$ cat src/rtl/if_fetch_pkg.sv
// Shared types and constants for the RV32I instruction-fetch stage.
// Imported by the fetch interface users and the fetch top.
package if_pkg;

  typedef enum logic [2:0] {F0, F1, F2, F3, CAP, HOLD} fetch_state_e;

  localparam logic [31:0] INSN_BUBBLE      = 32'h0000_0000;
  localparam logic [31:0] RESET_PC_DEFAULT = 32'h0000_0000;

  // Byte lane issued from each issue state; only meaningful in F0..F3.
  function automatic logic [1:0] issue_lane(input fetch_state_e s);
    case (s)
      F1:      return 2'd1;
      F2:      return 2'd2;
      F3:      return 2'd3;
      default: return 2'd0;
    endcase
  endfunction

endpackage

$ cat src/rtl/if_fetch_if.sv
// Fetch-stage bundle: decode-side redirect/stall, byte memory port and IF/ID outputs.
// master = fetch unit, slave = surrounding pipeline/memory.
interface if_fetch_if;
  logic        stall;
  logic        redir_e;
  logic [31:0] redir_off;
  logic [31:0] redir_base;
  logic        mem_busy;
  logic [7:0]  mem_din;
  logic [31:0] mem_a;
  logic        mem_re;
  logic [31:0] is;
  logic [31:0] pc;
  logic        vld;

  modport master (
    input  stall, redir_e, redir_off, redir_base, mem_busy, mem_din,
    output mem_a, mem_re, is, pc, vld
  );

  modport slave (
    output stall, redir_e, redir_off, redir_base, mem_busy, mem_din,
    input  mem_a, mem_re, is, pc, vld
  );
endinterface

$ cat src/rtl/if_fetch.sv
// Instruction fetch: assembles each 32-bit word from four little-endian byte reads
// and presents it with its link PC for one cycle (held while decode stalls).
module if_fetch
  import if_pkg::*;
#(
  parameter logic [31:0] RESET_PC = RESET_PC_DEFAULT
) (
  input logic       clk,
  input logic       rst,
  if_fetch_if.master bus
);

  fetch_state_e state_q;
  logic [31:0]  fpc_q;
  logic         pend_q;
  logic [1:0]   pidx_q;
  logic [23:0]  asm_q;
  logic [31:0]  is_q;
  logic [31:0]  pc_q;
  logic         vld_q;

  logic         want_issue;
  logic [1:0]   bidx;
  logic         accept;
  logic [31:0]  fpc_inc_d;
  logic [31:0]  redir_tgt_d;

  always_comb begin
    want_issue = 1'b0;
    case (state_q)
      F0, F1, F2, F3: want_issue = 1'b1;
      default:        want_issue = 1'b0;
    endcase
  end

  assign bidx        = issue_lane(state_q);
  // rst gating keeps the request low while reset is held.
  assign accept      = want_issue & ~bus.mem_busy & rst;
  assign fpc_inc_d   = fpc_q + 32'd4;
  assign redir_tgt_d = bus.redir_base + bus.redir_off;

  assign bus.mem_a  = fpc_q + {30'b0, bidx};
  assign bus.mem_re = accept;
  assign bus.is     = is_q;
  assign bus.pc     = pc_q;
  assign bus.vld    = vld_q;

  always_ff @(posedge clk or negedge rst) begin
    if (!rst) begin
      state_q <= F0;
      fpc_q   <= RESET_PC;
      pend_q  <= 1'b0;
      pidx_q  <= '0;
      asm_q   <= '0;
      is_q    <= INSN_BUBBLE;
      pc_q    <= '0;
      vld_q   <= 1'b0;
    end else if (bus.redir_e) begin
      state_q <= F0;
      fpc_q   <= redir_tgt_d;
      pend_q  <= 1'b0;
      is_q    <= INSN_BUBBLE;
      pc_q    <= '0;
      vld_q   <= 1'b0;
    end else begin
      pend_q <= accept;
      if (accept) pidx_q <= bidx;

      // Byte 3 is never stored; it goes straight into the presented word.
      if (pend_q) begin
        case (pidx_q)
          2'd0:    asm_q[7:0]   <= bus.mem_din;
          2'd1:    asm_q[15:8]  <= bus.mem_din;
          2'd2:    asm_q[23:16] <= bus.mem_din;
          default: ;
        endcase
      end

      unique case (state_q)
        F0: if (accept) state_q <= F1;
        F1: if (accept) state_q <= F2;
        F2: if (accept) state_q <= F3;
        F3: if (accept) state_q <= CAP;
        CAP: begin
          if (pend_q && (pidx_q == 2'd3)) begin
            is_q    <= {bus.mem_din, asm_q};
            pc_q    <= fpc_inc_d;
            fpc_q   <= fpc_inc_d;
            vld_q   <= 1'b1;
            state_q <= HOLD;
          end
        end
        HOLD: begin
          if (!bus.stall) begin
            is_q    <= INSN_BUBBLE;
            pc_q    <= '0;
            vld_q   <= 1'b0;
            state_q <= F0;
          end
        end
        default: state_q <= F0;
      endcase
    end
  end

endmodule

$ cat src/flat_wrapper.sv
// flat-port wrapper written by rule: the top's interface ports become plain ports
module if_fetch_flat import if_pkg::*;
#(
  parameter logic [31:0] RESET_PC = RESET_PC_DEFAULT
)
  (clk, rst, bus_stall, bus_redir_e, bus_redir_off, bus_redir_base, bus_mem_busy, bus_mem_din, bus_mem_a, bus_mem_re, bus_is, bus_pc, bus_vld);
  if_fetch_if bus_i ();
  input logic clk;
  input logic rst;
  input wire logic [$bits(bus_i.stall)-1:0] bus_stall;
  input wire logic [$bits(bus_i.redir_e)-1:0] bus_redir_e;
  input wire logic [$bits(bus_i.redir_off)-1:0] bus_redir_off;
  input wire logic [$bits(bus_i.redir_base)-1:0] bus_redir_base;
  input wire logic [$bits(bus_i.mem_busy)-1:0] bus_mem_busy;
  input wire logic [$bits(bus_i.mem_din)-1:0] bus_mem_din;
  output wire logic [$bits(bus_i.mem_a)-1:0] bus_mem_a;
  output wire logic [$bits(bus_i.mem_re)-1:0] bus_mem_re;
  output wire logic [$bits(bus_i.is)-1:0] bus_is;
  output wire logic [$bits(bus_i.pc)-1:0] bus_pc;
  output wire logic [$bits(bus_i.vld)-1:0] bus_vld;
  assign bus_i.stall = bus_stall;
  assign bus_i.redir_e = bus_redir_e;
  assign bus_i.redir_off = bus_redir_off;
  assign bus_i.redir_base = bus_redir_base;
  assign bus_i.mem_busy = bus_mem_busy;
  assign bus_i.mem_din = bus_mem_din;
  assign bus_mem_a = bus_i.mem_a;
  assign bus_mem_re = bus_i.mem_re;
  assign bus_is = bus_i.is;
  assign bus_pc = bus_i.pc;
  assign bus_vld = bus_i.vld;
  if_fetch #(.RESET_PC(RESET_PC)) u_core (.clk(clk), .rst(rst), .bus(bus_i));
endmodule
$ cat config.mk
export PLATFORM = sky130hd
export DESIGN_NAME = if_fetch_flat
export DESIGN_NICKNAME = d
export VERILOG_FILES = /design/src/rtl/if_fetch_pkg.sv /design/src/rtl/if_fetch_if.sv /design/src/rtl/if_fetch.sv /design/src/flat_wrapper.sv
export SDC_FILE = /design/constraint.sdc
export NUM_CORES = 1
export LEC_CHECK = 0
export ABC_AREA = 1
export BUFFER_PORTS_ARGS = -buffer_cell sky130_fd_sc_hd__buf_2
export CAP_MARGIN = 20
export CORE_MARGIN = 5
export CORE_UTILIZATION = 56
export CTS_BUF_LIST = sky130_fd_sc_hd__clkbuf_16
export DETAILED_ROUTE_END_ITERATION = 10
export PLACE_DENSITY = 0.89
export REMOVE_ABC_BUFFERS = 1
export SYNTH_ARGS = -nofsm -noshare
export SYNTH_HDL_FRONTEND = slang
export SYNTH_SLANG_ARGS = --single-unit
$ cat constraint.sdc
create_clock -name clk -period 2.57 [get_ports clk]
set_input_delay 0.1285 -clock clk [delete_from_list [all_inputs] [get_ports clk]]
set_output_delay 0.1285 -clock clk [all_outputs]
set_load 0.02 [all_outputs]
# == Word level (Yosys, flattened, before mapping) ==
# Index checks and enable logic that the tools add are counted.
# W data, S select, Z words.
# totals
output_inout_bits,98
elab_cells,69
reg_bits,127
in_bits,77
# op_classes
n_mux,24
n_reduce_logical,14
n_addsub,3
bitwise_logic,4
eq_ne,14
# ops
op,count
$mux W32,7
$pmux W32 S2,2
$add A32 B2 Y32,1
$add A32 B3 Y32 const B,1
$add A32 B32 Y32,1
$mux W3,7
$pmux W3 S6,1
$ne A3 B3 Y1 const B,5
$reduce_and A3 Y1,4
$eq A3 B2 Y1 const B,2
$eq A3 B3 Y1 const B,2
$pmux W2 S3,1
$reduce_and A6 Y1,1
$mux W1,5
$eq A2 B2 Y1 const B,2
$reduce_and A2 Y1,2
$reduce_bool A2 Y1,2
$reduce_or A4 Y1,1
$eq A3 B1 Y1 const B,1
$logic_not A3 Y1,1
$ne A3 B2 Y1 const B,1
$reduce_bool A3 Y1,1
$and A1 B1 Y1,2
$eq A2 B1 Y1 const B,1
other kinds (4),5

# == Longest topological paths before layout ==
# Gate-level depths: netlist of run 1.
# depth
word_depth,8
ltp_mapped,16
mapped_depth_nobuf,16

# == Worst setup path after synthesis of run 1 ==
# No wires, ideal clock.
# synth_path
kind,register to output
from,register u_core.state_q[2]
to,output port bus_mem_a[28]
required_ps,2441
n_path_buf,1
arrival_ps,2128
path_slack_ps,313
path_stages_with_launch,10
path_cell_list,dfrtp_1 -> nor2_1 -> inv_1 -> o22ai_1 -> ha_1 -> inv_1 -> fa_1 -> clkbuf_1 -> nor3_1 -> xor2_1
# synth_between
elab_chain_len,3
# synth_rtl
item,line_no,source
"start, declared",if_fetch.sv:13,fetch_state_e state_q;
"start signal, assigned",if_fetch.sv:50,state_q <= F0;
"start signal, assigned",if_fetch.sv:59,state_q <= F0;
"start signal, assigned",if_fetch.sv:80,F0: if (accept) state_q <= F1;
$eq A3 B2 Y1 / $eq A3 B1 Y1 (equally long branches),if_fetch_pkg.sv:12,case (s)
$pmux W2 S3 (*),if_fetch_pkg.sv:12,
named net u_core.bidx[1],if_fetch.sv:23,logic [1:0] bidx;
$add A32 B2 Y32 (*),if_fetch.sv:42,"assign bus.mem_a = fpc_q + {30'b0, bidx};"
"end, declared",flat_wrapper.sv:16,output wire logic [$bits(bus_i.mem_a)-1:0] bus_mem_a;
# The timed path passes the listed nets; every way through them passes the cells marked *.

# == Worst setup path after layout of run 1 ==
# layout_path
from,register u_core.state_q[1]
to,output port bus_mem_a[22]
# Same word-level chain as after synthesis.

==> run summary, run 1 <==
The number of CTS-inserted buffers came out at 17. The worst slew margin relative to its limit came out at 54.2%. The number of cell instances on the worst register-to-register path is 12. The via count came out at 8819. The cell leakage power came out at 5.83 nW. The routed design has 25200 um of wire. The worst voltage drop across the vdd grid came out at 360 uV. The count of flip-flops with a built-in enable after synthesis is 0. The number of distinct standard cells referenced by the synthesized netlist is 44. The initialized floorplan defines 45 standard-cell rows. The setup path with the least slack is of type flip-flop to output pin. The synthesized area divided by synthesized cell count is 6.86 um2. In the routed layout, each cell is associated on average with a via count of 5.38. The number of primary I/O pins came out at 175.

Setup violations remaining at the end of the flow were counted as 15. The tool flagged a number of max-cap violations equal to 0. The worst-skew pair later-pin latency is 0.42 ns. The flop and latch count out of synthesis is 127. After routing the design area is 0.0105 mm2. The hold path startpoint is bus_mem_din[1]. STA classifies the critical path endpoint as an output pin. The top cell types in the final layout, fill and taps aside, are sky130_fd_sc_hd__nand2_1 (439), sky130_fd_sc_hd__inv_1 (178), sky130_fd_sc_hd__buf_2 (159), sky130_fd_sc_hd__dfrtp_1 (126), sky130_fd_sc_hd__nor2_1 (83). The areal power density over the cells came out at 689 mW/mm2.

The area of placed instances is 0.00968 mm2. The pin count of the biggest net entering global routing is 128. Leaving out filler cells and counting taps, the final layout contains 1638. The total overflow reported by the global router is 0. Sorting the synthesized cells by area gives the leading types as sky130_fd_sc_hd__dfrtp_1 (37%), sky130_fd_sc_hd__nand2_1 (19%), sky130_fd_sc_hd__inv_1 (7.7%). The critical path goes through inv_2 -> nand2_1 -> o22ai_2 -> ha_2 -> inv_2 -> fa_2 -> nor2_4 -> inv_4 -> nor3_2 -> xor2_1 -> buf_4. The synthesized netlist cell count came out at 1268. Data on the critical path arrives at its endpoint at 2.57 ns. The total DRC errors in the routed layout came out at 0. The count of warnings emitted by yosys is 0. The sequential fraction of the synthesis area is 36.5%. The post-route minimum period came out at 2.70 ns. In the post-route analysis, the smallest setup slack over all paths is -0.130 ns. The netlist area before placement is 0.00870 mm2. Among the stages of the critical path, the cell type that occurs most often is sky130_fd_sc_hd__inv_2. The largest fanout of any net on the critical path is 3.

The tree built by TritonCTS fans out to 127 sinks. The biggest cell delay along the critical path came out at 0.40 ns. The number of global-route vias before repair is 8412. The sequential share of power is 37.5%. The maximum clock frequency came out at 370 MHz. The number of buffers between clock root and the deepest sink came out at 2. The first global-routing pass estimated 40100 um of wire. The cell total after placement came out at 1599. The area growth from synthesis to layout is 20.6%. The deepest level of the CTS H-tree is 4. The combinational fraction of design power is 31.8%. In the final timing run, aggregate negative setup slack is -1.05 ns. The die is 135 um tall.

The first-iteration detailed-routing DRC count is 647. The number of nets in the finished design came out at 1553. The worst register-to-register path begins at u_core.fpc_q[3]. The endpoint identified for the worst register-to-register timing path is u_core.fpc_q[28]. The net switching power figure is 2.69 mW. The antenna diode instance count is 0.

The wire-length estimate of the detail-placed layout is 18300 um. The total die area is 0.0181 mm2. The largest total area in the synthesized netlist belongs to sky130_fd_sc_hd__dfrtp_1. For this configuration, the core starts out at a cell density of 57.3%. The category of the worst setup path launch point is a flip-flop. Of the available clock period, the critical path in the final layout requires 105%. From left edge to right edge, the die measures 135 um. On the critical path, the stage with the largest delay is an instance of sky130_fd_sc_hd__dfrtp_1. The slew at the pin closest to its max-slew limit came out at 0.687 ns.

The share of cells above drive strength 1 came out at 19.0%. The average wire per standard cell came out at 15.4 um. The net switching share of the total power is 37.1%. The core box area came out at 0.0152 mm2.

The worst hold path stage count is 3. The area share of the largest cell type after synthesis is 36.5%. The clock slew seen by the registers of the worst setup and hold paths came out at 0.06 ns. CTS placed an instance of sky130_fd_sc_hd__clkbuf_16 at the clock tree root. Global routing used 27.4% of the available tracks. The library cell used most frequently in the layout, excluding fill and tap cells, is sky130_fd_sc_hd__nand2_1.

The design draws 7.23 mW. In this run the worst hold path is classified as input pin to flip-flop. The final reports fail on negative setup slack. The path with the worst hold slack has its endpoint at u_core.bus.is[25]. The final count of hold timing violations is 0. Once detail routing completed, the nets flagged for antenna violations numbered 0. The required time reported for the critical path endpoint came out at 2.44 ns. The count of final max-slew check failures is 0. TritonCTS built the clock tree. The run finished, with violations left. The dominant synthesized flop cell is sky130_fd_sc_hd__dfrtp_1. The placer congestion estimate is 0.891. The internal power contribution is 4.55 mW. The proportion of register bits with asynchronous set or reset after synthesis is 100%.

Setup repair after global routing could not meet its margin everywhere. The first-pass detailed-route iteration total came out at 8. The number of buffers inserted by port buffering came out at 174. The initial antenna violation count is 1. The setup slack on the worst flop-to-flop path came out at 0.28 ns. Per report_power, the clock group accounts for 30.6% of the total. The fill cell total of the finished layout came out at 1211. The clock arrives with 0.00851 ns of skew.
-- metal layers --
layer  track usage (%)  share of wire [%]
met1              34.2                 39
met2              45.9                 47
met3              5.81                9.9
met4              12.2                4.2
met5                 0              0.028
-- area by class of cell --
type / instances / area [um2] / share of cell area (%)
clock buffer: 17 / 425 / 4.05
timing repair buffer: 192 / 1090 / 10.4
clock inverter: 12 / 109 / 1.04
sequential: 127 / 3180 / 30.3
tap: 188 / 235 / 2.24
inverter: 186 / 701 / 6.68
multi-input combinational: 916 / 4750 / 45.3
-- flip-flops by register name, summed over array words and instances (netlist names) --
name	cells
u_core.state_q	3
u_core.bus.pc	32
u_core.bus.is	32
u_core.pidx_q	2
u_core.asm_q	24
u_core.fpc_q	32
u_core.bus.vld	1
u_core.pend_q	1
-- per-stage QoR --
stage                     utilization [%]  hold WS (ns)  worst slack, ns
final                                69.0       0.00591           -0.130
after global routing                 69.0        0.0377           -0.256
after CTS                            68.2       0.00715          -0.0581
after detailed placement             63.7         0.311           0.0766
after global placement               63.7         0.320            0.215
after floorplan                         -        -0.167           0.0334
-- critical path: cells and delay by family, from the launching register on --
family,cells,cell delay (ns)
compound gates,1,0.16
simple gates,3,0.40
xor+xnor,1,0.19
buf+inv,4,0.40
fa+ha+maj,2,0.59
flops,1,0.40
-- timing repair --
| action | CTS | global route |
|---|---|---|
| hold buffers | 1 | 0 |
| hold endpoints to repair | 127 | 0 |
| setup buffers | 5 | 3 |
| pin swaps | 2 | 2 |
| setup endpoints to repair | 18 | 22 |
| gates resized for setup | 31 | 23 |
-- logic make-up (layout without fill, tap and decap cells) --
logic type / count (synthesis) / after routing / share of synthesized area (%)
AOI/OAI and AO/OA: 178 / 178 / 10.9
xor gates and xnor gates: 60 / 60 / 6.04
adders and majority gates: 36 / 36 / 5.35
buffers and inverters: 225 / 407 / 10.4
DFF: 127 / 127 / 36.5
muxes: 1 / 1 / 0.115
and+or+nand+nor: 641 / 641 / 30.7
-- how the worst max path moves through the flow --
stage,from,to,slack [ns],cells past startpoint
2_1_floorplan,u_core.state_q[1],u_core.bus.pc[10],0.03,7
3_3_place_gp,u_core.state_q[2],bus_mem_a[12],0.22,12
3_5_place_dp,u_core.state_q[2],bus_mem_a[12],0.08,12
4_1_cts,u_core.state_q[2],bus_mem_a[18],-0.06,10
5_1_grt,u_core.state_q[1],bus_mem_a[30],-0.26,12
6_report,u_core.state_q[1],bus_mem_a[22],-0.13,11
-- synthesized netlist by cell type, types with 3 or more instances --
cell type / number
sky130_fd_sc_hd__xor2_1: 52
sky130_fd_sc_hd__clkbuf_1: 11
sky130_fd_sc_hd__o21ai_1: 54
sky130_fd_sc_hd__buf_2: 14
sky130_fd_sc_hd__buf_1: 4
sky130_fd_sc_hd__nor3_1: 12
sky130_fd_sc_hd__a31oi_1: 3
sky130_fd_sc_hd__ha_1: 34
sky130_fd_sc_hd__nor2_4: 5
sky130_fd_sc_hd__nor2_1: 92
sky130_fd_sc_hd__nand3_1: 55
sky130_fd_sc_hd__clkbuf_2: 5
sky130_fd_sc_hd__o22ai_1: 4
sky130_fd_sc_hd__a21oi_1: 41
sky130_fd_sc_hd__o21ai_0: 62
sky130_fd_sc_hd__inv_2: 7
sky130_fd_sc_hd__nor3_2: 4
sky130_fd_sc_hd__nand2_2: 6
sky130_fd_sc_hd__nor2_2: 5
sky130_fd_sc_hd__inv_1: 178
sky130_fd_sc_hd__dfrtp_1: 127
sky130_fd_sc_hd__nand2_1: 439
sky130_fd_sc_hd__nand4_1: 10
sky130_fd_sc_hd__buf_6: 5
sky130_fd_sc_hd__a21o_1: 4
sky130_fd_sc_hd__and2_1: 3
sky130_fd_sc_hd__xnor2_1: 8
-- power groups by stage --
stage	logic, mW	registers (mW)	clock network [mW]
2_1_floorplan	1.26	2.84	0
3_3_place_gp	2.12	2.69	0
3_5_place_dp	2.18	2.71	0
4_1_cts	2.24	2.69	2.21
5_1_grt	2.54	2.76	2.32
6_report	2.30	2.72	2.21
Note: power is estimated with default switching activity, not from simulation.
==> run 2: changes to the inputs <==
==> constraint.sdc (replaced) <==
create_clock -name clk -period 2.57 [get_ports clk]
set_input_delay 0.1285 -clock clk [delete_from_list [all_inputs] [get_ports clk]]
set_output_delay 0.1285 -clock clk [all_outputs]
set_load 0.05 [all_outputs]
==> run 2 against run 1 <==
Net effect: the flow still finishes with violations (negative setup slack); clock power increased by 5%; hold slack better by 0.015 ns; sequential share of layout area down 0.14 points; combinational power grew 29%; routed wire length rose by 3.0%; non-clock buffer count is 1 lower; register-to-register slack better by 0.12 ns; first-iteration DRC count is 4.3% lower; highest routed layer is now met4.
==> run summary, run 2 (synthesis gave the netlist of run 1 again) <==
Status: complete, but fails checks (unchanged). Failing checks: negative setup slack (unchanged). The post-route minimum period was 2.83 ns (was 2.70 ns). The deepest level of the CTS H-tree came out at 4 (unchanged). The antenna diode instance count is 0 (unchanged). The setup-violating endpoint count in the final report came out at 21 (was 15).

The critical path's slowest cell is sky130_fd_sc_hd__fa_2 (was sky130_fd_sc_hd__dfrtp_1). The overall track demand over capacity in global routing came out at 28.4% (was 27.4%). The met3 wire length was 2420 um (was 2500 um). The CTS sink count came out at 127 (unchanged).

The worst-skew pair later-pin latency is 0.42 ns (about the same). The row count came to 45 (unchanged). The area added between synthesis and finish is 21.2% (was 20.6%). The global-route wire length before repair is 41700 um (was 40100 um). The endpoint of the lowest-slack register-to-register path is u_core.bus.pc[16] (was u_core.fpc_q[28]).

The total design power was 8.01 mW (was 7.23 mW). The final count of hold timing violations came to 0 (unchanged). The largest fanout of any net on the critical path was 4 (was 3). The routed wire length came out at 25900 um (was 25200 um). Leading cell types in the layout, fill and taps excluded: sky130_fd_sc_hd__nand2_1 (436), sky130_fd_sc_hd__inv_1 (176), sky130_fd_sc_hd__buf_2 (156), sky130_fd_sc_hd__dfrtp_1 (125), sky130_fd_sc_hd__nor2_1 (84) (was sky130_fd_sc_hd__nand2_1 (439), sky130_fd_sc_hd__inv_1 (178), sky130_fd_sc_hd__buf_2 (159), sky130_fd_sc_hd__dfrtp_1 (126), sky130_fd_sc_hd__nor2_1 (83)).

The share of cells above drive strength 1 came out at 19.7% (was 19.0%). The first-iteration detailed-routing DRC count is 619 (was 647). The arrival time at the worst endpoint is 2.70 ns (was 2.57 ns). The total die area is 0.0181 mm2 (unchanged). The initial antenna violation count came out at 0 (was 1). The clock slew seen by the registers of the worst setup and hold paths is 0.06 ns (about the same). The horizontal die dimension is 135 um (unchanged). The net switching power figure came to 3.41 mW (was 2.69 mW). The post-route fraction of the period consumed by the critical path is 110% (was 105%). The highest layer used for signal routing is met4 (was met5). The non-filler instance count after layout came out at 1640 (was 1638). The worst slew margin relative to its limit came out at 55.7% (was 54.2%). The starting density of the core came to 57.3% (unchanged). The fill cell total of the finished layout is 1209 (was 1211). The half-perimeter wire length after placement is 18500 um (was 18300 um).

The setup slack on the worst flop-to-flop path came out at 0.40 ns (was 0.28 ns). The core utilization of the finished layout is 69.4% (was 69.0%). RSZ-0062 raised after global routing: true (unchanged).

The height of the die is 135 um (unchanged). The number of global-route vias before repair came out at 8737 (was 8412). The number of CTS-inserted buffers is 17 (unchanged). The worst voltage drop across the vdd grid came out at 395 uV (was 360 uV). The combined area of the multi-input logic cells is 0.00475 mm2 (about the same). The cell seen most often among critical-path stages was sky130_fd_sc_hd__nor2_4 (was sky130_fd_sc_hd__inv_2).

The path type of the worst setup path was flip-flop to output pin (unchanged). The internal power contribution was 4.60 mW (was 4.55 mW). The total area of sequential cells came out at 0.00318 mm2 (about the same). The cell total after placement came out at 1599 (unchanged). The TritonCTS clock tree is done (unchanged). The total number of cells along the worst setup path is 12 (was 11). The critical path's top delay family is adder cells (unchanged).

The remaining antenna violation count came out at 0 (unchanged). Cell breakdown of the critical path: inv_2 -> nand2_4 -> o22ai_2 -> ha_2 -> inv_1 -> fa_2 -> nor2_4 -> clkinv_4 -> nor2_4 -> nand2_2 -> xor2_1 -> buf_4 (was inv_2 -> nand2_1 -> o22ai_2 -> ha_2 -> inv_2 -> fa_2 -> nor2_4 -> inv_4 -> nor3_2 -> xor2_1 -> buf_4). The total DRC errors in the routed layout is 0 (unchanged). The sum of routed wire segments on met1 is 10200 um (was 9880 um). The first-pass detailed-route iteration total is 5 (was 8). The via count came out at 8980 (was 8819). The setup skew after layout is 0.0125 ns (was 0.00851 ns). The cell leakage power came out at 5.80 nW (was 5.83 nW). The pin count of the biggest net entering global routing came to 128 (unchanged).

The combinational fraction of design power is 37.0% (was 31.8%). The routed via count divided by cell count came out at 5.48 (was 5.38). The placer congestion estimate was 0.940 (was 0.891). The required time reported for the critical path endpoint is 2.44 ns (about the same).

The sequential share of power came out at 34.0% (was 37.5%). The hold path endpoint is u_core.bus.is[28] (was u_core.bus.is[25]). The max-capacitance violation count came to 0 (unchanged). The type of element capturing the critical path is an output pin (unchanged). The biggest cell delay along the critical path is 0.40 ns (about the same).

The reg-to-reg startpoint is u_core.state_q[1] (was u_core.fpc_q[3]). The total overflow reported by the global router came out at 0 (unchanged). The number of buffers between clock root and the deepest sink is 2 (unchanged). The number of primary I/O pins came out at 175 (unchanged).

The average wire per standard cell came out at 15.8 um (was 15.4 um). The number of buffers inserted by port buffering is 174 (unchanged). The root buffer selected by CTS was sky130_fd_sc_hd__clkbuf_16 (unchanged).

The minimum setup slack in the final design is -0.260 ns (was -0.130 ns). The number of nets in the finished design is 1552 (was 1553). The net switching share of the total power is 42.6% (was 37.1%). The worst hold path stage count is 3 (unchanged). The count of final max-slew check failures was 0 (unchanged). The worst hold slack was 0.0205 ns (was 0.00591 ns). The areal power density over the cells came out at 760 mW/mm2 (was 689 mW/mm2). The clock network fraction of total power came out at 29.0% (was 30.6%).

The number of buffer and inverter instances along the worst setup path came out at 4 (unchanged). The slew at the pin closest to its max-slew limit is 0.664 ns (was 0.687 ns). The number of cell instances on the worst register-to-register path was 8 (was 12). The core box area came out at 0.0152 mm2 (unchanged). The category of the worst setup path launch point was a flip-flop (unchanged). The most frequent standard cell in the layout excluding fill and tap cells is sky130_fd_sc_hd__nand2_1 (unchanged).

The hold path startpoint is bus_mem_din[4] (was bus_mem_din[1]). The maximum clock frequency came out at 353 MHz (was 370 MHz). The path category of the worst min-delay check is input pin to flip-flop (unchanged).

The met2 wire length came out at 12000 um (was 11700 um).
run 2: changes by cell type in the layout (fill, tap and decap cells not counted), sizes merged:
cell      previous run  this run
clkinv               6         8
clkbuf              17        18
clkinvlp             1         4
inv                189       187
buf                191       189
run 2: repair_timing:
item,in CTS,in global routing
hold endpoints to repair,127,0
pin swaps,4,1
endpoints found under the setup margin,23,30
setup buffers,4,3
gates resized for setup,40,22
hold buffers,1,0
run 2: worst max path at each step:
stage,slack (ns),endpoint,startpoint
floorplan,-0.25,bus_mem_a[22],u_core.state_q[2]
global placement,0.11,bus_mem_a[12],u_core.state_q[1]
detailed placement,-0.006,bus_mem_a[12],u_core.state_q[1]
CTS,-0.09,bus_mem_a[31],u_core.state_q[0]
global route,-0.33,bus_mem_a[12],u_core.state_q[1]
finish,-0.26,bus_mem_a[12],u_core.state_q[1]
run 2: cell type report:
type                            count  area share, %
Tap cell                          188           2.23
Multi-Input combinational cell    916           45.0
Clock buffer                       17           4.03
Inverter                          186           6.67
Timing Repair Buffer              191           10.5
Sequential cell                   127           30.2
Clock inverter                     15           1.38
run 2: power groups by stage:
stage	Combinational (mW)	Sequential, mW	Clock (mW)
floorplan	1.53	3.20	0
global placement	2.76	2.70	0
detailed placement	2.81	2.71	0
CTS	2.89	2.70	2.32
global route	3.20	2.77	2.44
finish	2.97	2.73	2.32
run 2: tightest hold or removal path, cell delays in order:
cell and delay [ns]:
sky130_fd_sc_hd__buf_2 0.07, sky130_fd_sc_hd__inv_1 0.06, sky130_fd_sc_hd__o21ai_1 0.13
run 2: layer usage:
layer	vias to the layer above	GRT usage [%]
li1	4308	-
met1	4070	35.4
met2	479	46.6
met3	123	5.66
met4	0	15.1
met5	-	0
run 2: per-stage QoR:
stage | TNS (ns) | cell area (um2) | setup slack [ns]
CTS | -0.565 | 10400 | -0.0932
detailed placement | -0.00556 | 9700 | -0.00556
finish | -2.65 | 10500 | -0.260
global route | -5.29 | 10500 | -0.331
floorplan | -1.37 | 8500 | -0.255
global placement | 0 | 9700 | 0.106
